### src/rtl/pc_unit_if.sv
// Control and status bundle between the CPU datapath (master) and the PC unit (slave).
interface pc_unit_if #(
  parameter int WIDTH = 32,
  parameter int CNT_W = 32
);
  logic              stall;
  logic              branch;
  logic              bne;
  logic              zero;
  logic              jump;
  logic              jr;
  logic [WIDTH-1:0]  ex_imm;
  logic [25:0]       addr;
  logic [WIDTH-1:0]  jr_target;
  logic              exc;
  logic              eret;

  logic [WIDTH-1:0]  pc_out;
  logic [WIDTH-1:0]  next_pc;
  logic [WIDTH-1:0]  epc_out;
  logic              in_exc;
  logic [1:0]        exc_cause;
  logic              exc_masked;
  logic [CNT_W-1:0]  retired;

  modport master (
    output stall, branch, bne, zero, jump, jr, ex_imm, addr, jr_target, exc, eret,
    input  pc_out, next_pc, epc_out, in_exc, exc_cause, exc_masked, retired
  );

  modport slave (
    input  stall, branch, bne, zero, jump, jr, ex_imm, addr, jr_target, exc, eret,
    output pc_out, next_pc, epc_out, in_exc, exc_cause, exc_masked, retired
  );
endinterface

### src/rtl/pc_unit.sv
// Registered program counter with stall, jr, exception entry/return, EPC and a
// retired-instruction counter. Next-state selection follows a fixed priority list.
module pc_unit #(
  parameter int               WIDTH      = 32,
  parameter logic [WIDTH-1:0] RESET_PC   = '0,
  parameter logic [31:0]      EXC_VECTOR = 32'h0000_0180,
  parameter int               CNT_W      = 32
) (
  input logic       clk,
  input logic       rst,
  pc_unit_if.slave  bus
);

  typedef enum logic {S_RUN, S_HANDLER} state_t;

  localparam logic [WIDTH-1:0] EXC_VEC = WIDTH'(EXC_VECTOR);

  state_t           state, state_nxt;
  logic [WIDTH-1:0] pc_reg, pc_nxt;
  logic [WIDTH-1:0] epc_reg, epc_nxt;
  logic [1:0]       cause_reg, cause_nxt;
  logic             masked_reg, masked_nxt;
  logic [CNT_W-1:0] retired_reg;
  logic             retire;

  logic [WIDTH-1:0] pc4;
  logic [WIDTH-1:0] br_target;
  logic [WIDTH-1:0] jmp_target;
  logic             take_br;
  logic             mis;
  logic             in_exc;

  assign in_exc    = (state == S_HANDLER);
  assign pc4       = pc_reg + WIDTH'(4);
  assign br_target = pc4 + (bus.ex_imm << 2);
  assign take_br   = bus.branch & (bus.zero ^ bus.bne);
  assign mis       = bus.jr & (bus.jr_target[1:0] != 2'b00);

  // At the minimum width there are no upper PC bits left to carry into a jump.
  generate
    if (WIDTH > 28) begin : g_jmp_wide
      assign jmp_target = {pc4[WIDTH-1:28], bus.addr, 2'b00};
    end else begin : g_jmp_narrow
      assign jmp_target = {bus.addr, 2'b00};
    end
  endgenerate

  always_comb begin
    state_nxt  = state;
    pc_nxt     = pc_reg;
    epc_nxt    = epc_reg;
    cause_nxt  = cause_reg;
    masked_nxt = 1'b0;
    retire     = 1'b0;

    if (bus.exc && !in_exc) begin
      state_nxt = S_HANDLER;
      pc_nxt    = EXC_VEC;
      epc_nxt   = pc_reg;
      cause_nxt = 2'b01;
    end else begin
      if (bus.exc) begin
        masked_nxt = 1'b1;
      end
      if (!bus.stall) begin
        if (bus.eret) begin
          retire = 1'b1;
          if (in_exc) begin
            pc_nxt    = epc_reg;
            state_nxt = S_RUN;
          end else begin
            pc_nxt = pc4;
          end
        end else if (mis) begin
          // A misaligned target inside the handler cannot nest, so it retires as a no-op.
          if (!in_exc) begin
            state_nxt = S_HANDLER;
            pc_nxt    = EXC_VEC;
            epc_nxt   = pc_reg;
            cause_nxt = 2'b10;
          end else begin
            masked_nxt = 1'b1;
            pc_nxt     = pc4;
            retire     = 1'b1;
          end
        end else if (bus.jr) begin
          pc_nxt = bus.jr_target;
          retire = 1'b1;
        end else if (bus.jump) begin
          pc_nxt = jmp_target;
          retire = 1'b1;
        end else if (take_br) begin
          pc_nxt = br_target;
          retire = 1'b1;
        end else begin
          pc_nxt = pc4;
          retire = 1'b1;
        end
      end
    end
  end

  always_ff @(posedge clk or posedge rst) begin
    if (rst) begin
      state       <= S_RUN;
      pc_reg      <= RESET_PC;
      epc_reg     <= '0;
      cause_reg   <= 2'b00;
      masked_reg  <= 1'b0;
      retired_reg <= '0;
    end else begin
      state      <= state_nxt;
      pc_reg     <= pc_nxt;
      epc_reg    <= epc_nxt;
      cause_reg  <= cause_nxt;
      masked_reg <= masked_nxt;
      if (retire) begin
        retired_reg <= retired_reg + CNT_W'(1);
      end
    end
  end

  assign bus.pc_out     = pc_reg;
  assign bus.next_pc    = rst ? RESET_PC : pc_nxt;
  assign bus.epc_out    = epc_reg;
  assign bus.in_exc     = in_exc;
  assign bus.exc_cause  = cause_reg;
  assign bus.exc_masked = masked_reg;
  assign bus.retired    = retired_reg;

endmodule

### src/flat_wrapper.sv
// flat-port wrapper written by rule: the top's interface ports become plain ports
module pc_unit_flat 
#(
  parameter int               WIDTH      = 32,
  parameter logic [WIDTH-1:0] RESET_PC   = '0,
  parameter logic [31:0]      EXC_VECTOR = 32'h0000_0180,
  parameter int               CNT_W      = 32
)
  (clk, rst, bus_stall, bus_branch, bus_bne, bus_zero, bus_jump, bus_jr, bus_ex_imm, bus_addr, bus_jr_target, bus_exc, bus_eret, bus_pc_out, bus_next_pc, bus_epc_out, bus_in_exc, bus_exc_cause, bus_exc_masked, bus_retired);
  pc_unit_if #(.WIDTH(WIDTH), .CNT_W(CNT_W)) bus_i ();
  input logic clk;
  input logic rst;
  input wire logic [$bits(bus_i.stall)-1:0] bus_stall;
  input wire logic [$bits(bus_i.branch)-1:0] bus_branch;
  input wire logic [$bits(bus_i.bne)-1:0] bus_bne;
  input wire logic [$bits(bus_i.zero)-1:0] bus_zero;
  input wire logic [$bits(bus_i.jump)-1:0] bus_jump;
  input wire logic [$bits(bus_i.jr)-1:0] bus_jr;
  input wire logic [$bits(bus_i.ex_imm)-1:0] bus_ex_imm;
  input wire logic [$bits(bus_i.addr)-1:0] bus_addr;
  input wire logic [$bits(bus_i.jr_target)-1:0] bus_jr_target;
  input wire logic [$bits(bus_i.exc)-1:0] bus_exc;
  input wire logic [$bits(bus_i.eret)-1:0] bus_eret;
  output wire logic [$bits(bus_i.pc_out)-1:0] bus_pc_out;
  output wire logic [$bits(bus_i.next_pc)-1:0] bus_next_pc;
  output wire logic [$bits(bus_i.epc_out)-1:0] bus_epc_out;
  output wire logic [$bits(bus_i.in_exc)-1:0] bus_in_exc;
  output wire logic [$bits(bus_i.exc_cause)-1:0] bus_exc_cause;
  output wire logic [$bits(bus_i.exc_masked)-1:0] bus_exc_masked;
  output wire logic [$bits(bus_i.retired)-1:0] bus_retired;
  assign bus_i.stall = bus_stall;
  assign bus_i.branch = bus_branch;
  assign bus_i.bne = bus_bne;
  assign bus_i.zero = bus_zero;
  assign bus_i.jump = bus_jump;
  assign bus_i.jr = bus_jr;
  assign bus_i.ex_imm = bus_ex_imm;
  assign bus_i.addr = bus_addr;
  assign bus_i.jr_target = bus_jr_target;
  assign bus_i.exc = bus_exc;
  assign bus_i.eret = bus_eret;
  assign bus_pc_out = bus_i.pc_out;
  assign bus_next_pc = bus_i.next_pc;
  assign bus_epc_out = bus_i.epc_out;
  assign bus_in_exc = bus_i.in_exc;
  assign bus_exc_cause = bus_i.exc_cause;
  assign bus_exc_masked = bus_i.exc_masked;
  assign bus_retired = bus_i.retired;
  pc_unit #(.WIDTH(WIDTH), .RESET_PC(RESET_PC), .EXC_VECTOR(EXC_VECTOR), .CNT_W(CNT_W)) u_core (.clk(clk), .rst(rst), .bus(bus_i));
endmodule
### config.mk
export PLATFORM = sky130hd
export DESIGN_NAME = pc_unit_flat
export DESIGN_NICKNAME = d
export VERILOG_FILES = /design/src/rtl/pc_unit_if.sv /design/src/rtl/pc_unit.sv /design/src/flat_wrapper.sv
export SDC_FILE = /design/constraint.sdc
export NUM_CORES = 1
export LEC_CHECK = 0
export ABC_CLOCK_PERIOD_IN_PS = 6360
export BUFFER_PORTS_ARGS = -buffer_cell sky130_fd_sc_hd__buf_2
export CAP_MARGIN = 10
export CORE_ASPECT_RATIO = 0.75
export CORE_MARGIN = 1
export CORE_UTILIZATION = 25
export CTS_CLUSTER_DIAMETER = 150
export CTS_CLUSTER_SIZE = 12
export DETAILED_ROUTE_END_ITERATION = 16
export PLACE_DENSITY_LB_ADDON = 0.2
export SYNTH_ARGS = -nofsm -noshare
export SYNTH_HDL_FRONTEND = slang
export SYNTH_SLANG_ARGS = --single-unit
### constraint.sdc
create_clock -name clk -period 6.36 [get_ports clk]
set_input_delay 0.636 -clock clk [delete_from_list [all_inputs] [get_ports clk]]
set_output_delay 0.636 -clock clk [all_outputs]
set_load 0.005 [all_outputs]
* Word level (Yosys, flattened, before mapping)
Index checks and enable logic that the tools add are counted.
Storage, ports and cells: logic and storage cells 57, register bits after elaboration 100
Cells by class: bitwise gates (word level) 3, equal/unequal tests 3, mux-type cells 35, add/sub/neg operators 3, reduce and logical (&&, ||, !) cells 7
Operators with widths (number):
- two-way mux 32 bit | 15
- adder 32 x 1 -> 32 bit (second input constant) | 1
- adder 32 x 3 -> 32 bit (second input constant) | 1
- adder 32 bit | 1
- two-way mux 1 bit | 15
- two-way mux 2 bit | 5
- inequality test 2 x 1 -> 1 bit (second input constant) | 2
- AND reduction 4 bit | 1
- nonzero test 2 bit | 2
- nonzero test 3 bit | 1
- AND 1 bit | 2
- inequality test 2 bit (second input constant) | 1
- AND reduction 2 bit | 1
- logical AND 1 bit | 1
- logical NOT 1 bit | 1
- XOR 1 bit | 1

* Logic depth before layout (Yosys ltp)
word-level depth 10, mapped depth 17, depth with buffers taken out 16

* Worst setup path after synthesis
Ideal clock, no wire load.
path kind in2out, start point input port rst, end point output port bus_next_pc[31], slack 1312 ps, data arrival time 4412 ps, cell stages on the path 4, path buffers 2, path through clkbuf_1 inv_1 clkbuf_1 o31a_1
On the way: word-level cells in the longest chain between the ends 1
Ends and longest elaborated chain:
- from (decl) | RTL line flat_wrapper.sv:12 | input logic rst;
- two-way mux 32 bit | RTL line pc_unit.sv:124 | assign bus.next_pc = rst ? RESET_PC : pc_nxt;
- to (decl) | RTL line flat_wrapper.sv:25 | output wire logic [$bits(bus_i.next_pc)-1:0] bus_next_pc;
No other way between the ends.

* Final worst setup path
start point register u_core.pc_reg[2], in the netlist u_core.bus.pc_out[2], end point output port bus_next_pc[26]
On the way: word-level cells in the longest chain between the ends 10, elaborated cells on any way between the ends 12, those cells by class 2 x add/sub; 10 x mux
Ends and longest elaborated chain:
- from (decl) | RTL line pc_unit.sv:19 | logic [WIDTH-1:0] pc_reg, pc_nxt;
- from (signal assigned) | RTL line pc_unit.sv:113 | pc_reg <= pc_nxt;
- adder 32 x 3 -> 32 bit (*) | RTL line pc_unit.sv:34 | assign pc4 = pc_reg + WIDTH'(4);
- adder 32 bit | RTL line pc_unit.sv:35 | assign br_target = pc4 + (bus.ex_imm << 2);
- two-way mux 32 bit | RTL line pc_unit.sv:92 | end else if (take_br) begin
- two-way mux 32 bit | RTL line pc_unit.sv:89 | end else if (bus.jump) begin
- two-way mux 32 bit | RTL line pc_unit.sv:86 | end else if (bus.jr) begin
- two-way mux 32 bit | RTL line pc_unit.sv:74 | end else if (mis) begin
- two-way mux 32 bit (*) | RTL line pc_unit.sv:66 | if (bus.eret) begin
- two-way mux 32 bit (*) | RTL line pc_unit.sv:65 | if (!bus.stall) begin
- two-way mux 32 bit (*) | RTL line pc_unit.sv:56 | if (bus.exc && !in_exc) begin
- two-way mux 32 bit (*) | RTL line pc_unit.sv:124
Every way passes the cells marked *; elsewhere a longest branch is shown, timed or not.

==> results.ini <==
[clock_tree]
cts.root.buffer_cell = clkbuf_16
post-cts-setup-buffers = 0
clock_tree.buffer_depth = 2
clock-sinks = 100
cts_tree = built
cts_max_level = 3
path_clk_slew_ns = 0.09
insertion_delay_ns = 0.37
ctsHoldBuffers = 0
numCtsBuffers = 9
post_cts_resized = 0

[yosys]
synthSimpleGateAreaFrac_pct = 23.2
synth_top_family_by_area = simple AND/OR/NAND/NOR gates
synth_ff_type = dfrtp_1
synthAdderAreaFrac_pct = 5.56
syn-instance-count = 997
synth_edf_count = 0
syn_area_per_cell_sq_um = 8.26
synth_compound_area_share_pct = 22.1
ys_top_cells_by_count = 103 x nand2_1, 100 x dfrtp_1, 78 x a21oi_1
async_reset_ff_share_pct = 100
synth_area_leaders = dfrtp_1 30%, xnor2_1 5.7%, ha_1 5.3%
yosysTopAreaCell = dfrtp_1
ys.warnings.count = 0
yosysMostFrequentCell = nand2_1
synth_xor_xnor_area_share_pct = 8.90
synthesis.area_sq_um = 8240
synth_nets = 1133
synth_cell_types = 80
yosys_register_bits = 100
synthMuxAreaShare_pct = 5.85
synth.top_cell.area_share_pct = 30.4
yosysSeqAreaShare_pct = 30.4

[finish]
fin_cells = 1651
nets = 1340
drive_gt1_share_pct = 27.6
n_antenna_cell = 0
syn2layout_area_growth_pct = 23.4

[setup_path]
slowest_stage = dfrtp_1
path_cells = ha_1 -> nand2_1 -> nor4_4 -> nand2_1 -> xor2_1 -> inv_1 -> ha_1 -> nand2_1 -> o21ai_0 -> nor2_1 -> nor3_1 -> nor2_1 -> nor2_1 -> xor2_1 -> a221oi_1 -> nor3b_1 -> buf_2
critical_path_class = flop to primary output
cp.required_ns = 5.72
cpPeakStageDelay_ns = 0.59
ff2ff_setup_slack_ns = 1.84
startpoint_type = flop
path_delay_family = simple AND/OR/NAND/NOR gates
critPathBufInv = 2
worstPathMaxFanout = 11
crit_path_end_kind = primary output
worstPathArrival_ns = 4.88

[die]
io_pins = 232
fp.dieW_um = 212
core-area_sq_um = 32400
dieArea_sq_um = 33700
fp.dieH_um = 159
initial_core_util_pct = 25.4
row_count = 57

[placed_design]
dp_hpwl_mm = 29.2
portBuffers = 229
place_inst = 1635
place.gp.congestion = 0.948
preCtsSetupSlack_ns = 1.28

[detailed_routing]
viasPerCell = 5.29
dr.first_iter.drc_count = 740
wl_per_cell_um = 22.3
dr.pass1.iters = 7
vias = 8728
drcViolationCount = 0
routed_wl_mm = 36.8
ant_nets = 0

[grt]
antenna_found_initial = 0
grt_pass1_wl_mm = 53.9
grt_max_degree = 61
grtUsageTotal_pct = 21.6
overflow = 0
grt_pass1_vias = 8137

[sta]
post-route-period-util_pct = 86.7
slew_headroom_pct = 21.1
fmaxAchievable_mhz = 181
worst_pin_slew_ns = 1.18
slew_viol_final = 0
fin_crit_ns = 5.51
fin_skew_ns = 0.0137
layout_setup_ws_ns = 0.846
rsz0062_at_grt = no
hold_violations = 0
setup_viol = 0
setup_tns_ns = 0

[status]
status = finished, final reports clean

[job]
maxCapViolations = 0

[power]
peakVddDrop_v = 0.000142
p_leak_uw = 0.00472
power_density_nw_per_um2 = 301

[min_path]
hp-class = flop to flop

==> final timing paths <==
check / start / end / cells after the start
max: u_core.bus.pc_out[2]$_DFF_PP0_ / bus_next_pc[26] / 17
min: u_core.bus.retired[31]$_DFFE_PP0P_ / u_core.bus.retired[31]$_DFFE_PP0P_ / 1
min reg2reg: u_core.bus.retired[31]$_DFFE_PP0P_ / u_core.bus.retired[31]$_DFFE_PP0P_ / 1
max in group asynchronous: rst / u_core.bus.epc_out[1]$_DFFE_PP0P_ / 4
min in group asynchronous: rst / u_core.bus.pc_out[16]$_DFF_PP0_ / 3
max reg2reg: u_core.bus.pc_out[2]$_DFF_PP0_ / u_core.bus.pc_out[31]$_DFF_PP0_ / 14
==> kinds of logic (layout without fill, tap and decap cells) <==
| group | Yosys count | after routing |
|---|---|---|
| mux | 44 | 44 |
| simple gates | 368 | 368 |
| compound gates | 285 | 285 |
| buf+inv | 82 | 294 |
| fa+ha+maj | 36 | 36 |
| flops | 100 | 100 |
| xor+xnor | 82 | 82 |
==> worst reg2reg max path, delay by kind of cell (launching register included) <==
| family | cells | cell delay, ns |
|---|---|---|
| compound gates | 4 | 1.13 |
| xor+xnor | 1 | 0.34 |
| fa+ha+maj | 2 | 0.81 |
| buf+inv | 1 | 0.11 |
| flops | 1 | 0.59 |
| simple gates | 6 | 1.42 |
==> power by group <==
group	total, uW	internal, uW	switching [uW]
clock network	572	278	295
registers	1040	789	250
logic	1450	611	839
==> layout make-up <==
type | instances | area [sq um]
flip-flops and latches | 100 | 2500
inverters | 31 | 119
fillers | 3523 | 22200
clock buffers | 9 | 225
well taps | 442 | 553
clock inverters | 7 | 66.3
multi-input cells | 815 | 5420
repair buffers | 247 | 1280
==> metrics by stage <==
stage	utilization, %	hold slack, ns	cell area [sq um]	total power (uW)
2_1_floorplan	-	0.468	8240	1870
3_3_place_gp	30.5	0.456	9870	2480
3_5_place_dp	30.5	0.457	9870	2480
4_1_cts	31.4	0.474	10200	3070
5_1_grt	31.4	0.492	10200	3260
6_report	31.4	0.473	10200	3060
==> per-layer routing <==
layer  share of wire (%)  vias up  global-route usage, %
li1                    -     4056                      -
met2                  44      400                   32.5
met1                  47     4237                   32.0
met5                   0        -                      0
met3                 7.4       35                   3.73
met4                 1.6        0                   4.91
==> layout by cell type, fill, tap and decap left out, drive strengths merged, types with 9 or more instances in the layout <==
master / n
a211oi: 10
a21o: 9
a21oi: 80
a31oi: 14
and2: 19
and3: 14
buf: 247
clkbuf: 9
dfrtp: 100
ha: 35
inv: 33
mux2: 33
mux2i: 11
nand2: 105
nand2b: 9
nand3: 48
nand4: 16
nor2: 80
nor2b: 12
nor3: 31
o211ai: 12
o21ai: 78
o221ai: 9
xnor2: 56
xor2: 26
(Power assumes the default switching activity.)
